## src/rtl/exec_stage_pkg.sv

```systemverilog
// Shared configuration for the execute stage: datapath widths (PECfg) and
// the control/result beat typedefs (PECtlCfg).
package PECfg;
    localparam int DWD     = 8;   // signed input/weight operand width
    localparam int PSUMDWD = 16;  // signed partial-sum width, >= 2*DWD
    localparam int PEROW   = 3;   // number of lanes
endpackage : PECfg

package PECtlCfg;
    // Per-beat control carried alongside the lane operands.
    typedef struct packed {
        logic bypass;  // 1: pass Psum through untouched
        logic last;    // end-of-group marker, forwarded to o_last
    } ESctl;

    // One lane operand record as delivered by the fetch stage (MSB first).
    typedef struct packed {
        logic signed [PECfg::DWD-1:0]     Input_FS;
        logic signed [PECfg::DWD-1:0]     Weight_FS;
        logic signed [PECfg::PSUMDWD-1:0] Psum_FS;
    } FSout;

    // One lane result.
    typedef logic signed [PECfg::PSUMDWD-1:0] ESout;
endpackage : PECtlCfg

```

## src/rtl/exec_stage_sat.sv

```systemverilog
// Signed partial-sum adder with clamp to the representable PSUMDWD range.
// Purely combinational; one instance per lane.
module psum_sat_add #(
    parameter int W = 16
) (
    input  logic signed [W-1:0] psum_i,
    input  logic signed [W-1:0] prod_i,
    output logic signed [W-1:0] sum_o
);

    logic [W:0] wide_s;

    // One guard bit exposes overflow; clamp toward the sign of the true result.
    always_comb begin
        wide_s = {psum_i[W-1], psum_i} + {prod_i[W-1], prod_i};
        if (wide_s[W] != wide_s[W-1]) begin
            if (wide_s[W]) begin
                sum_o = {1'b1, {(W-1){1'b0}}};
            end else begin
                sum_o = {1'b0, {(W-1){1'b1}}};
            end
        end else begin
            sum_o = wide_s[W-1:0];
        end
    end

endmodule : psum_sat_add

```

## src/rtl/exec_stage.sv

```systemverilog
// Two-register execute stage: M holds per-lane products plus Psum, A holds
// the saturated (or bypassed) results. Valid/ready handshake on both sides,
// full throughput with no bubble when both registers advance together.
module exec_stage
    import PECtlCfg::*;
#(
    parameter int DWD     = PECfg::DWD,
    parameter int PSUMDWD = PECfg::PSUMDWD,
    parameter int PEROW   = PECfg::PEROW
) (
    input  logic                                    i_clk,
    input  logic                                    i_rst,
    input  logic                                    FS_rdy,
    output logic                                    FS_ack,
    input  logic [PEROW-1:0][2*DWD+PSUMDWD-1:0]     i_data,
    input  ESctl                                    i_ctl,
    output logic                                    ES_rdy,
    input  logic                                    ES_ack,
    output logic [PEROW-1:0][PSUMDWD-1:0]           o_data,
    output logic                                    o_last
);

    // M register (products, Psum, control)
    logic                             m_valid_q;
    logic                             m_valid_d;
    logic [PEROW-1:0][PSUMDWD-1:0]    m_prod_q;
    logic [PEROW-1:0][PSUMDWD-1:0]    m_prod_d;
    logic [PEROW-1:0][PSUMDWD-1:0]    m_psum_q;
    logic [PEROW-1:0][PSUMDWD-1:0]    m_psum_d;
    logic                             m_bypass_q;
    logic                             m_last_q;

    // A register (results, last)
    logic                             a_valid_q;
    logic                             a_valid_d;
    logic [PEROW-1:0][PSUMDWD-1:0]    a_data_q;
    logic [PEROW-1:0][PSUMDWD-1:0]    a_data_d;
    logic                             a_last_q;

    // Handshake terms
    logic                             m_adv_s;
    logic                             a_drain_s;
    logic                             fs_ack_s;
    logic                             fs_xfer_s;

    // Advance/drain decisions; FS_ack depends only on pipeline state and ES_ack.
    always_comb begin
        m_adv_s   = m_valid_q && (!a_valid_q || ES_ack);
        a_drain_s = a_valid_q && ES_ack;
        fs_ack_s  = !m_valid_q || m_adv_s;
        fs_xfer_s = FS_rdy && fs_ack_s;
    end

    // Next-state valid bits: a load wins over an emptying move in the same cycle.
    always_comb begin
        if (fs_xfer_s) begin
            m_valid_d = 1'b1;
        end else if (m_adv_s) begin
            m_valid_d = 1'b0;
        end else begin
            m_valid_d = m_valid_q;
        end
        if (m_adv_s) begin
            a_valid_d = 1'b1;
        end else if (a_drain_s) begin
            a_valid_d = 1'b0;
        end else begin
            a_valid_d = a_valid_q;
        end
    end

    // Per-lane datapath: multiply into M, add/clamp or bypass into A.
    for (genvar l = 0; l < PEROW; l++) begin : g_lane
        logic signed [DWD-1:0]     in_s;
        logic signed [DWD-1:0]     wt_s;
        logic signed [2*DWD-1:0]   prod_s;
        logic signed [PSUMDWD-1:0] sum_s;

        assign in_s        = i_data[l][2*DWD+PSUMDWD-1 -: DWD];
        assign wt_s        = i_data[l][DWD+PSUMDWD-1 -: DWD];
        assign prod_s      = (2*DWD)'(in_s) * (2*DWD)'(wt_s);
        assign m_prod_d[l] = PSUMDWD'(prod_s);
        assign m_psum_d[l] = i_data[l][PSUMDWD-1:0];

        psum_sat_add #(
            .W (PSUMDWD)
        ) u_psum_sat_add (
            .psum_i (m_psum_q[l]),
            .prod_i (m_prod_q[l]),
            .sum_o  (sum_s)
        );

        assign a_data_d[l] = m_bypass_q ? m_psum_q[l] : sum_s;
    end

    // M register: payload loads only on an accepted fetch beat.
    always_ff @(posedge i_clk or negedge i_rst) begin
        if (!i_rst) begin
            m_valid_q  <= 1'b0;
            m_prod_q   <= '0;
            m_psum_q   <= '0;
            m_bypass_q <= 1'b0;
            m_last_q   <= 1'b0;
        end else begin
            m_valid_q <= m_valid_d;
            if (fs_xfer_s) begin
                m_prod_q   <= m_prod_d;
                m_psum_q   <= m_psum_d;
                m_bypass_q <= i_ctl.bypass;
                m_last_q   <= i_ctl.last;
            end
        end
    end

    // A register: loads from M only when M advances, otherwise holds for the consumer.
    always_ff @(posedge i_clk or negedge i_rst) begin
        if (!i_rst) begin
            a_valid_q <= 1'b0;
            a_data_q  <= '0;
            a_last_q  <= 1'b0;
        end else begin
            a_valid_q <= a_valid_d;
            if (m_adv_s) begin
                a_data_q <= a_data_d;
                a_last_q <= m_last_q;
            end
        end
    end

    assign FS_ack = fs_ack_s;
    assign ES_rdy = a_valid_q;
    assign o_data = a_data_q;
    assign o_last = a_last_q;

endmodule : exec_stage

```

## config.mk

```make
export PLATFORM = sky130hd
export DESIGN_NAME = exec_stage
export DESIGN_NICKNAME = d
export VERILOG_FILES = /design/src/rtl/exec_stage_pkg.sv /design/src/rtl/exec_stage_sat.sv /design/src/rtl/exec_stage.sv
export SDC_FILE = /design/constraint.sdc
export NUM_CORES = 1
export LEC_CHECK = 0
export ABC_AREA = 0
export CAP_MARGIN = 40
export CORE_MARGIN = 2
export CORE_UTILIZATION = 43
export CTS_BUF_LIST = sky130_fd_sc_hd__clkbuf_16
export DETAILED_ROUTE_END_ITERATION = 10
export DONT_BUFFER_PORTS = 1
export GPL_TIMING_DRIVEN = 1
export PLACE_DENSITY = 0.63
export SYNTH_ARGS = -nofsm -noshare
export SYNTH_HDL_FRONTEND = slang
export SYNTH_SLANG_ARGS = --single-unit
```

## constraint.sdc

```tcl
create_clock -name i_clk -period 7.3 [get_ports i_clk]
set_input_delay 1.46 -clock i_clk [delete_from_list [all_inputs] [get_ports i_clk]]
set_output_delay 1.46 -clock i_clk [all_outputs]
set_load 0.03 [all_outputs]
```

==> results of run 1 <==
area by class of cell:
cell class,instances,area [sq um]
fill,3617,20090
multi-input combinational,1258,11310
sequential,149,3729
inverter,267,1002
tap,511,639.4
clock buffer,17,425.4
timing repair buffer,12,97.59
clock inverter,15,92.59
antenna,2,5.005
kinds of logic (layout without fill, tap and decap cells):
kind of cell | after synthesis | count (layout) | synth area share, %
simple gates | 477 | 477 | 15.84
compound gates | 345 | 345 | 14.33
buf+inv | 309 | 311 | 7.406
fa+ha+maj | 304 | 304 | 31.21
flops | 149 | 149 | 22.99
mux | 70 | 70 | 4.868
xor+xnor | 62 | 62 | 3.348
other cells | 0 | 2 | 0
sequential cells by signal, summed over array words and instances, names as in the netlist:
| register | flops |
|---|---|
| o_data | 48 |
| o_last | 1 |
| m_prod_q | 48 |
| m_bypass_q | 1 |
| m_psum_q | 48 |
| m_last_q | 1 |
| m_valid_q | 1 |
| ES_rdy | 1 |
worst max path at each step:
stage | end | cells past startpoint
final | m_prod_q[15] | 17
after global routing | m_prod_q[14] | 16
after CTS | m_prod_q[15] | 17
after detailed placement | m_prod_q[15] | 17
after global placement | m_prod_q[15] | 17
after floorplan | m_prod_q[15] | 17
metal layers:
metal / global-route usage [%] / vias up / part of all wire (%)
met5: 0 / - / 0
met4: 3.871 / 0 / 1.0
met3: 3.645 / 22 / 5.4
met2: 30.23 / 253 / 43
met1: 30.87 / 5769 / 51
li1: - / 5712 / -
critical path: stages:
cell and delay [ps]:
and2_1 160, ha_1 340, inv_1 140, fa_1 530, inv_1 60, fa_1 540
inv_1 50, fa_1 470, inv_1 40, ha_1 300, or2_2 300, o31a_1 120
a311oi_1 390, o21bai_1 100, a21oi_1 210, xnor2_1 130, o21ai_0 80
power breakdown:
group          total, mW  switching, mW  internal (mW)  leakage, nW
sequential          1.64          0.524           1.11         1.73
combinational       3.97           2.23           1.74         5.97
clock              0.798          0.370          0.428        0.245
total               6.41           3.12           3.28         7.94
cells in the final DEF (no fill, tap or decap), types with 7 or more instances in the layout:
master / Yosys / final
and2_1: 131 / 131
nor3_1: 28 / 28
o31ai_2: 8 / 8
ha_1: 135 / 135
o211ai_1: 19 / 19
nand2b_1: 16 / 16
o21ai_0: 115 / 115
or3_1: 39 / 39
and3_1: 9 / 9
o21a_1: 11 / 11
xnor2_1: 43 / 43
o31ai_1: 14 / 14
inv_1: 267 / 269
a211oi_1: 11 / 11
mux2_2: 67 / 67
a21o_1: 13 / 13
a21oi_1: 60 / 60
nand2_1: 132 / 131
a31oi_1: 16 / 16
clkbuf_16: 0 / 17
xor2_1: 19 / 19
nor2b_1: 36 / 36
nor2_1: 31 / 31
buf_4: 2 / 10
nand3b_1: 7 / 7
fa_1: 168 / 168
dfrtp_1: 149 / 149
or2_2: 8 / 8
o31a_1: 19 / 19
nand3_1: 21 / 21
o21bai_1: 17 / 17
through the flow:
stage          util [%]  worst slack, ps  area [sq um]
4_1_cts           46.26             2186         17300
3_5_place_dp      44.87             1723         16780
3_3_place_gp      44.81             1776         16760
6_report          46.27             2177         17310
2_1_floorplan         -             1997         16220
5_1_grt           46.26             1895         17300
==> flow_metrics.tcl, run 1 <==
set metrics [dict create \
    start_kind "primary input" \
    r2r-start "m_psum_q[19]" \
    nNetsFinal 2110 \
    power.leakage_nw 7.941 \
    critPathRequiredTime_ps 7600 \
    setup-tns-final_ps 0 \
    wirelength_mm 38.56 \
    drt_first_pass_iters 5 \
    grt_pass1_wl_mm 63.07 \
    worst_ep_arrival_time_ps 5430 \
    hold_slack_ps 468.5 \
    ant_nets 0 \
    yosys.area.top_type "dfrtp_1" \
    hold_end "o_last" \
    synth.avg_cell_area_sq_um 9.451 \
    ir_drop_mv 0.1532 \
    die_x_microns 198.2 \
    min_period_ps 5123 \
    synth_top_area_share_pct 22.99 \
    powerDensity_mw_per_mm2 370.2 \
    syn-cell-area_sq_mm 0.01622 \
    drt_iter0_drc 640 \
    cts_hold_buf 0 \
    core_region_area_sq_mm 0.03740 \
    clk_latency_ps 440 \
    post-cts-setup-buffers 0 \
    syn_to_final_growth_pct 6.704 \
    regToRegSetupSlack_ps 4180 \
    synth_common_cells "inv_1 (267), fa_1 (168), dfrtp_1 (149)" \
    synth_top_flop_cell "dfrtp_1" \
    drv_slew 0 \
    worstPathMaxFanout 8 \
    antenna_found_initial 1 \
    layout.cells.non_filler 2231 \
    drive_above_1_share_pct 8.615 \
    seq_area_frac_synth_pct 22.99 \
    cts.htree.levels 4 \
    num_rows 71 \
    maxSlewHeadroom_pct 38.14 \
    synth_cells 1716 \
    tritoncts "built" \
    yosysMostFrequentCell "inv_1" \
    synth_nets 2121 \
    drc_errors 0 \
    timing.fmax_mhz 195.2 \
    place.gp.congestion 0.8723 \
    holdCritStartpoint "m_last_q" \
    final-setup-viol-count 0 \
    io_buffer_count 0 \
    reg2regPathDepth 8 \
    clockBufferDepth 2 \
    ys_types 76 \
    post_drt_via_cell_ratio 5.269 \
    start_util_pct 43.36 \
    end_kind "flop" \
    grt_usage_pct 20.32 \
    die_y_microns 198.2 \
    vias 11760 \
    hpwl_mm 30.06 \
    post-place-cells 2197 \
    finClkSkew_ps 12.27 \
    async_flop_share_pct 100.0 \
    synth-edff-count 0 \
    grt_pass1_vias 11830 \
    synthTopCellsByArea "dfrtp_1 (23%), fa_1 (21%), ha_1 (10%)" \
    maxCapViolCount 0 \
    clk_pin_slew_ps 70 \
    worst_pin_slew_ps 928.0 \
    numClockSinks 149 \
    report.power.total_mw 6.406 \
    root_buffer "clkbuf_16" \
    wire_per_inst_microns 17.28 \
    crit_start "i_data[31]" \
    period_share_pct 70.18 \
    die-area_sq_mm 0.03929 \
    numCtsBuffers 17 \
    ys_warn_count 0 \
    hp-class "flop to flop" \
    status "completed" \
    grt_max_degree 150 \
    rsz0062_at_grt "no" \
    worstHoldPathCells 2 \
    cts_resized 0 \
    globalRouteOverflowTotal 0 \
    path_class "primary input to flop" \
    r2r_end "o_data[18]" \
    hold_viol_final 0 \
    io_pins 153 \
    ys_ff_latch 149 \
]
Power figures use the tool's default switching activity.
==> inputs of run 2 (changes only) <==
==> constraint.sdc (replaced) <==
create_clock -name i_clk -period 5.4 [get_ports i_clk]
set_input_delay 1.08 -clock i_clk [delete_from_list [all_inputs] [get_ports i_clk]]
set_output_delay 1.08 -clock i_clk [all_outputs]
set_load 0.03 [all_outputs]
==> run 2 against run 1 <==
Global-route usage down 0.11 points. Non-clock buffer count up 1. Via count up 0.17%. Sequential power up 35%. Clock power up 49%. Count of clock-buffer cells in the layout unchanged. First-iteration DRC count down 3.0%. Design area up 0.54%. Cell count about the same. Critical path depth down 1. Wire length down 0.81%. Critical endpoint is now m_prod_q[14].
==> flow_metrics.tcl, run 2 (same netlist as run 1, synthesis figures left out) <==
set metrics [dict create \
    tritoncts "built" \
    end_kind "flop" \
    maxCapViolCount 0 \
    grt_max_degree 150 \
    final-setup-viol-count 0 \
    globalRouteOverflowTotal 0 \
    num_rows 71 \
    cts.htree.levels 4 \
    grt_pass1_vias 11640 \
    drv_slew 0 \
    drt_first_pass_iters 5 \
    drc_errors 0 \
    worstPathMaxFanout 8 \
    antenna_found_initial 1 \
    drive_above_1_share_pct 8.726 \
    die_y_microns 198.2 \
    setup-tns-final_ps 0 \
    status "completed" \
    final_common_cell "inv_1" \
    core_region_area_sq_mm 0.03740 \
    numClockSinks 149 \
    post-cts-setup-buffers 0 \
    root_buffer "clkbuf_16" \
    maxSlewHeadroom_pct 41.00 \
    syn_to_final_growth_pct 7.283 \
    cpMaxStageDelayCell "fa_1" \
    min_period_ps 4716 \
    timing.fmax_mhz 212.1 \
    ant_nets 0 \
    multi_input_area_sq_mm 0.01131 \
    nNetsFinal 2111 \
    place.gp.congestion 0.8711 \
    critPathRequiredTime_ps 5790 \
    ir_drop_mv 0.2162 \
    finClkSkew_ps 17.65 \
    clk_latency_ps 450 \
    path_class "primary input to flop" \
    fillers 3573 \
    grt_usage_pct 20.22 \
    start_util_pct 43.36 \
    worst_pin_slew_ps 885.0 \
    layout_common_cells "inv_1 (268), fa_1 (168), dfrtp_1 (149), ha_1 (135)" \
    hpwl_mm 29.95 \
    hold_viol_final 0 \
    io_pins 153 \
    period_share_pct 87.32 \
    worst_ep_arrival_time_ps 5110 \
    vias 11780 \
    powerDensity_mw_per_mm2 503.9 \
    crit_chain "and2_1 -> fa_1 -> inv_1 -> fa_1 -> inv_1 -> fa_1 -> inv_1 -> fa_1 -> inv_1 -> ha_1 -> o21ai_0 -> a21boi_0 -> o311a_1 -> o211ai_1 -> a2111oi_0 -> nand3b_1" \
    die-area_sq_mm 0.03929 \
    post_drt_via_cell_ratio 5.281 \
    register_area_sq_mm 0.003729 \
    die_x_microns 198.2 \
    clockBufferDepth 2 \
    wire_per_inst_microns 17.15 \
    cts_resized 0 \
    rsz0062_at_grt "no" \
    antenna_cells 0 \
    power.leakage_nw 7.990 \
    wirelength_mm 38.25 \
    drt_iter0_drc 621 \
    grt_pass1_wl_mm 62.85 \
    cts_hold_buf 0 \
    report.power.total_mw 8.767 \
    numCtsBuffers 17 \
    critPathMaxStageDelay_ps 530 \
    hp-class "primary input to async pin" \
    clk_pin_slew_ps 70 \
    io_buffer_count 0 \
    start_kind "primary input" \
]
## run 2: per-stage QoR
stage          instance area, sq um  utilization (%)  instances  hold WS [ps]  setup WS [ps]
3_5_place_dp                  16820            44.97       2198         461.6          195.5
5_1_grt                       17400            46.52       2230         304.0          403.7
3_3_place_gp                  16780            44.87       2196         449.0          266.8
2_1_floorplan                 16220                -       1716         433.1          477.4
6_report                      17400            46.52       2230         337.5          684.5
4_1_cts                       17400            46.52       2230         299.9          697.7
## run 2: power breakdown
| group | internal, mW | switching, mW |
|---|---|---|
| combinational | 2.36 | 3.00 |
| clock | 0.683 | 0.509 |
| sequential | 1.50 | 0.719 |
## run 2: final cells by class
type                            instances  share of cell area [%]
Timing Repair Buffer                   13                  0.7694
Clock buffer                           17                   2.445
Clock inverter                         15                  0.8917
Sequential cell                       149                   21.43
Tap cell                              511                   3.675
Multi-Input combinational cell       1258                   65.03
Inverter                              267                   5.760
## run 2: layer usage
layer | vias up | GRT usage (%) | routed length, microns
li1 | 5718 | - | -
met1 | 5782 | 31.03 | 19570
met2 | 252 | 29.23 | 16280
met3 | 22 | 3.662 | 1972
met4 | 2 | 4.790 | 413
met5 | - | 0 | 8
## run 2: final timing paths
| path | from | end | slack, ps | cells past startpoint |
|---|---|---|---|---|
| worst max-delay path | i_data[17] | m_prod_q[14] | 680 | 16 |
| worst min-delay path | i_rst | o_data[34] | 340 | 0 |
| worst max register to register | m_prod_q[20] | o_data[18] | 2190 | 8 |
| worst min register to register | m_last_q | o_last | 490 | 2 |
| max in group asynchronous | i_rst | m_psum_q[39] | 4630 | 0 |
| min in group i_clk | m_last_q | o_last | 490 | 2 |
## run 2: critical path, delay by kind of cell
| family | cells | cell delay (ps) |
|---|---|---|
| AOI/OAI and AO/OA | 5 | 1200 |
| and+or+nand+nor | 2 | 310 |
| adders and majority gates | 5 | 2320 |
| buffers and inverters | 4 | 200 |
